<file path="src/rtl/mem_access_unit_if.sv">
// mem_access_unit_if: CPU request/response and data_memory signals for mem_access_unit.
// slave is the unit itself; master is the CPU plus memory environment driving it.
interface mem_access_unit_if;
  logic        req;
  logic        we;
  logic [1:0]  size;
  logic        sign_ext;
  logic [31:0] addr;
  logic [31:0] wdata;
  logic        ready;
  logic        done;
  logic        err;
  logic [31:0] rdata;
  logic [31:0] mem_addr;
  logic [31:0] mem_din;
  logic        mem_wrt;
  logic [31:0] mem_dout;
  modport slave (
    input  req, we, size, sign_ext, addr, wdata, mem_dout,
    output ready, done, err, rdata, mem_addr, mem_din, mem_wrt
  );
  modport master (
    output req, we, size, sign_ext, addr, wdata, mem_dout,
    input  ready, done, err, rdata, mem_addr, mem_din, mem_wrt
  );
endinterface

</file>
<file path="src/rtl/mem_access_unit.sv">
// mem_access_unit: byte/halfword/word load-store unit over a word-wide memory.
// Sub-word stores read the word, merge the lane, then write it back.
module mem_access_unit (
  input logic            clk,
  input logic            rst_n,
  mem_access_unit_if.slave bus
);
  typedef enum logic [1:0] {IDLE, ACCESS, MERGE, DONE} state_t;
  state_t      state, state_nx;
  logic        l_we, l_sext, err_q, bad, word_st;
  logic [1:0]  l_size;
  logic [31:0] l_addr, l_wdata, word_q, rdata_q, mask, lane, ext;
  logic [4:0]  sh;
  always_comb begin
    bad      = bus.size == 2'b11 || (bus.size == 2'b01 && bus.addr[0]) ||
               (bus.size == 2'b10 && bus.addr[1:0] != 2'b00);
    word_st  = l_we && l_size == 2'b10;
    sh       = {l_addr[1:0], 3'b000};
    mask     = (l_size == 2'b00 ? 32'h0000_00ff : 32'h0000_ffff) << sh;
    // word requests are aligned, so sh is zero and lane is the whole word
    lane     = bus.mem_dout >> sh;
    ext      = l_size == 2'b00 ? {{24{l_sext & lane[7]}}, lane[7:0]} :
               l_size == 2'b01 ? {{16{l_sext & lane[15]}}, lane[15:0]} : lane;
    state_nx = state == IDLE   ? (bus.req ? (bad ? DONE : ACCESS) : IDLE) :
               state == ACCESS ? (word_st || !l_we ? DONE : MERGE) :
               state == MERGE  ? DONE : IDLE;
    bus.ready    = state == IDLE;
    bus.done     = state == DONE;
    bus.err      = state == DONE && err_q;
    bus.mem_wrt  = (state == ACCESS && word_st) || state == MERGE;
    bus.mem_addr = state == IDLE ? {bus.addr[31:2], 2'b00} : {l_addr[31:2], 2'b00};
    bus.mem_din  = state == MERGE ? (word_q & ~mask) | ((l_wdata << sh) & mask) : l_wdata;
    bus.rdata    = rdata_q;
  end
  always_ff @(posedge clk or negedge rst_n)
    if (!rst_n) begin
      state   <= IDLE;
      l_we    <= 1'b0;
      l_sext  <= 1'b0;
      l_size  <= 2'b00;
      l_addr  <= 32'd0;
      l_wdata <= 32'd0;
      err_q   <= 1'b0;
      word_q  <= 32'd0;
      rdata_q <= 32'd0;
    end else begin
      state <= state_nx;
      if (state == IDLE && bus.req) begin
        l_we    <= bus.we;
        l_sext  <= bus.sign_ext;
        l_size  <= bus.size;
        l_addr  <= bus.addr;
        l_wdata <= bus.wdata;
        err_q   <= bad;
      end
      if (state == ACCESS) begin
        word_q <= bus.mem_dout;
        if (!l_we) rdata_q <= ext;
      end
    end
endmodule

</file>
<file path="src/flat_wrapper.sv">
// flat-port wrapper written by rule: the top's interface ports become plain ports
module mem_access_unit_flat 
  (clk, rst_n, bus_req, bus_we, bus_size, bus_sign_ext, bus_addr, bus_wdata, bus_mem_dout, bus_ready, bus_done, bus_err, bus_rdata, bus_mem_addr, bus_mem_din, bus_mem_wrt);
  mem_access_unit_if bus_i ();
  input logic clk;
  input logic rst_n;
  input wire logic [$bits(bus_i.req)-1:0] bus_req;
  input wire logic [$bits(bus_i.we)-1:0] bus_we;
  input wire logic [$bits(bus_i.size)-1:0] bus_size;
  input wire logic [$bits(bus_i.sign_ext)-1:0] bus_sign_ext;
  input wire logic [$bits(bus_i.addr)-1:0] bus_addr;
  input wire logic [$bits(bus_i.wdata)-1:0] bus_wdata;
  input wire logic [$bits(bus_i.mem_dout)-1:0] bus_mem_dout;
  output wire logic [$bits(bus_i.ready)-1:0] bus_ready;
  output wire logic [$bits(bus_i.done)-1:0] bus_done;
  output wire logic [$bits(bus_i.err)-1:0] bus_err;
  output wire logic [$bits(bus_i.rdata)-1:0] bus_rdata;
  output wire logic [$bits(bus_i.mem_addr)-1:0] bus_mem_addr;
  output wire logic [$bits(bus_i.mem_din)-1:0] bus_mem_din;
  output wire logic [$bits(bus_i.mem_wrt)-1:0] bus_mem_wrt;
  assign bus_i.req = bus_req;
  assign bus_i.we = bus_we;
  assign bus_i.size = bus_size;
  assign bus_i.sign_ext = bus_sign_ext;
  assign bus_i.addr = bus_addr;
  assign bus_i.wdata = bus_wdata;
  assign bus_i.mem_dout = bus_mem_dout;
  assign bus_ready = bus_i.ready;
  assign bus_done = bus_i.done;
  assign bus_err = bus_i.err;
  assign bus_rdata = bus_i.rdata;
  assign bus_mem_addr = bus_i.mem_addr;
  assign bus_mem_din = bus_i.mem_din;
  assign bus_mem_wrt = bus_i.mem_wrt;
  mem_access_unit u_core (.clk(clk), .rst_n(rst_n), .bus(bus_i));
endmodule
</file>
<file path="config.mk">
export PLATFORM = sky130hd
export DESIGN_NAME = mem_access_unit_flat
export DESIGN_NICKNAME = d
export VERILOG_FILES = /design/src/rtl/mem_access_unit_if.sv /design/src/rtl/mem_access_unit.sv /design/src/flat_wrapper.sv
export SDC_FILE = /design/constraint.sdc
export NUM_CORES = 1
export LEC_CHECK = 0
export BUFFER_PORTS_ARGS = -buffer_cell sky130_fd_sc_hd__buf_2
export CORE_ASPECT_RATIO = 0.5
export CORE_MARGIN = 2
export CORE_UTILIZATION = 50
export CTS_CLUSTER_SIZE = 14
export DETAILED_ROUTE_END_ITERATION = 8
export PLACE_DENSITY_LB_ADDON = 0.08
export SLEW_MARGIN = 5
export SYNTH_ARGS = -nofsm -noshare
export SYNTH_HDL_FRONTEND = slang
export SYNTH_SLANG_ARGS = --single-unit
export TNS_END_PERCENT = 10
</file>
<file path="constraint.sdc">
create_clock -name clk -period 2.1 [get_ports clk]
set_clock_uncertainty 0.2 [all_clocks]
set_input_delay 0.21 -clock clk [delete_from_list [all_inputs] [get_ports clk]]
set_output_delay 0.21 -clock clk [all_outputs]
set_load 0.01 [all_outputs]
</file>
==> results.txt <==
----------------------------------------------------
[Logic synthesis]
  Main synth FF type ... sky130_fd_sc_hd__dfrtp_1
  Syn Inst Count ... ~600
  Distinct cell type count after synthesis ... 39
  Average cell area after synthesis ... about 12 um2
  EDFF count, synth ... 0
  Post-synthesis instance area ... 6970 um2
  Number of warnings printed during yosys synthesis ... 0
  Total of flip-flops plus latches after synthesis ... around 140
  Register area share after synthesis ... 48.4%
  Share of synthesized registers carrying an async set or reset ... 100%

[Route]
  Ratio of routed vias to standard cells ... between 5 and 6
  Total Routed Length ... 20400 um
  Violation count after the first detailed-route iteration ... between 200 and 250
  Detailed-router iteration count before antenna repair ... 5
  Vias ... 5900
  Antenna Violating Nets Remaining ... 0
  Remaining routing DRC violations ... 0
  Average wire per standard cell ... approximately 18 um

[Cells and area]
  Layout cells sized above 1 ... 50.5%
  Footprint of the multi-input gates ... about 3500 um2
  Sequential cell area ... approximately 3400 um2
  Leading cell types in the layout, fill and taps excluded ... sky130_fd_sc_hd__buf_2 (186), sky130_fd_sc_hd__mux2_2 (143), sky130_fd_sc_hd__dfrtp_1 (131)
  Antenna Diode Count ... 0
  Syn-to-layout area delta ... 49.6%
  Number of inserted filler cells in the final layout ... roughly 870
  Post-layout nets ... ~1000
  Post-route cell area ... roughly 10000 um2
  Commonest non-fill, non-tap cell in the layout ... sky130_fd_sc_hd__buf_2

[Pwr]
  Maximum ir drop on the vdd rail ... roughly 0.93 mV
  P per Cell Area ... between 1500 and 2000 nW/um2
  Pwr Total ... around 0.017 W
  Static power due to leakage ... between 4 and 5 nW

[Setup path]
  Max stage delay on crit path ... 0.49 ns
  CP Capture Type ... output port
  Cells traversed along the worst timing path ... o31a_1, buf_6, o211ai_1, o21ai_1, buf_2
  Worst endpoint data arrival time ... between 1.5 and 2 ns
  Slowest library cell on the worst path ... sky130_fd_sc_hd__dfrtp_2
  Kind of launch point of the worst setup path ... flop
  FF-to-FF path depth ... 5
  Type of the setup path with the least slack ... flop to output port
  Top fanout value on the critical path ... 14
  Required time at the endpoint of the critical path ... 1.69 ns

[STA]
  Post-route worst setup slack ... -0.236 ns
  Hold Vio Cnt, Final ... 0
  Fmax ... about 0.43 GHz
  Final number of setup-violating endpoints ... 63
  Unrepaired setup endpoints after global routing ... true
  Max Transition Viols Final ... 0
  Tmin final ... ~2.3 ns
  Period utilization ... 111%
  Post-route worst hold slack ... slightly above 0.09 ns

[Placement]
  IO Port Bufs ... 200
  Placer Congestion ... 0.830
  Estimated wirelength of the detail-placed design ... ~13000 um
  Placement-stage worst setup slack ... slightly below 0.1 ns
  Placed cell area ... ~8300 um2

[Floorplanning]
  Die footprint ... about 15000 um2
  Top Ports ... a little over 200
  Initial cell density of the core ... approximately half
  Height of the die ... around 88 um
  Floorplan row count ... 30
  Core area ... ~14000 um2
  Die outline width ... 171 um

[Clock tree]
  Later-pin clock latency in the skew report ... about 0.40 ns
  Clock slew seen by the registers of the worst setup and hold paths ... approximately 0.060 ns
  TritonCTS sink count ... between 100 and 150
  Root cell of the clock tree ... sky130_fd_sc_hd__clkbuf_16
  CTS Buffer Depth ... 2
  TritonCTS clock tree ... built
  CTS H-tree lvls ... 4
  Number of buffers inserted during clock tree synthesis ... 17

[Min path]
  Kind of path behind the tightest hold check ... primary input to async pin

[Global route]
  Wire length of the first global-routing pass ... ~31000 um
  Total track usage ... 27.4%
  Via count of the first global-routing pass ... just under 6000
  Largest net degree at the start of global routing ... around 50
  Antenna violations before repair ... 0
  Overflow left after global routing ... 0

[Outcome]
  Outcome ... finished, violations left
  Violated checks ... negative setup slack

[Run]
  Max-Cap Viols ... 0

----------------------------------------------------
[kinds of logic after synthesis]
group | count (synthesis) | share of synthesized area [%]
compound gates | 99 | 9.21
flops | 135 | 48.4
simple gates | 93 | 5.94
other cells | 1 | 0.0538
buf+inv | 63 | 4.04
fa+ha+maj | 4 | 0.718
mux | 199 | 31.6
[metrics by stage]
| stage | utilization [%] | setup TNS (ns) | std cells |
|---|---|---|---|
| 6_report | 76.8 | -8.10 | 1115 |
| 5_1_grt | 76.8 | -11.77 | 1115 |
| 4_1_cts | 75.0 | -6.40 | 1113 |
| 3_5_place_dp | 61.2 | 0 | 967 |
| 3_3_place_gp | 61.2 | 0 | 967 |
| 2_1_floorplan | - | 0 | 595 |
[timing repair]
item | in CTS | in global routing
pin swaps | 9 | 10
setup endpoints to repair | 63 | 79
cloned | 1 | 0
hold endpoints to repair | 241 | 0
resized for setup | 30 | 55
hold buffers | 101 | 0
buffers inserted | 13 | 2
[layer usage]
layer / part of all wire [%] / global-route usage, % / wire length (um)
met1: 47 / 38.8 / 9650
met2: 45 / 43.2 / 9220
met3: 6.9 / 6.63 / 1400
met4: 0.77 / 6.39 / 158
met5: 0 / 0 / 0
[worst paths after layout]
kind,start,endpoint,slack [ns]
max in group asynchronous,rst_n,u_core.word_q[17],0.96
hold reg to reg,u_core.bus.rdata[4],u_core.bus.rdata[4],0.28
setup / recovery,u_core.l_addr[0],bus_mem_din[29],-0.24
setup reg to reg,u_core.l_size[0],u_core.bus.rdata[31],0.02
hold / removal,rst_n,u_core.l_addr[12],0.09
min in group clk,bus_req,u_core.state[0],0.11
[cell type report]
| class | instances | area share, % |
|---|---|---|
| Clock buffer | 19 | 4.34 |
| Clock inverter | 12 | 1.45 |
| Inverter | 18 | 0.648 |
| Multi-Input combinational cell | 397 | 33.9 |
| Sequential cell | 135 | 32.4 |
| Tap cell | 192 | 2.30 |
| Timing Repair Buffer | 342 | 24.9 |
[worst max-delay path, delay by kind of cell (launching register included)]
kind | cells | cell delay [ns]
buf+inv | 2 | 0.33
compound gates | 3 | 0.70
flops | 1 | 0.49
[flip-flops by register name, summed over array words and instances, names as in the netlist]
signal	flops
u_core.bus.rdata	32
u_core.l_size	2
u_core.l_we	1
u_core.err_q	1
u_core.state	2
u_core.l_addr	32
u_core.l_sext	1
u_core.l_wdata	32
u_core.word_q	32
[cells in the mapped netlist (all sizes together) (2+ instances only)]
| master | n | area share [%] |
|---|---|---|
| mux2 | 159 | 26 |
| dfrtp | 135 | 48 |
| nor2 | 42 | 2.3 |
| o21ai | 41 | 3.0 |
| mux2i | 39 | 5.6 |
| nand2 | 29 | 1.6 |
| a21oi | 24 | 1.7 |
| buf | 24 | 1.9 |
| clkbuf | 21 | 1.1 |
| inv | 18 | 0.97 |
| a221o | 14 | 2.0 |
| o211ai | 8 | 0.86 |
| and2 | 7 | 0.63 |
| ha | 4 | 0.72 |
| nand2b | 3 | 0.27 |
| nor3b | 3 | 0.39 |
| o22ai | 3 | 0.27 |
| a32oi | 2 | 0.25 |
| nand3b | 2 | 0.22 |
| nor2b | 2 | 0.18 |
| nor3 | 2 | 0.14 |
[power by group]
group	switching [W]	internal (W)
Clock	0.00113	0.00192
Combinational	0.00428	0.00502
Sequential	0.00106	0.00391
Power figures use the tool's default switching activity.
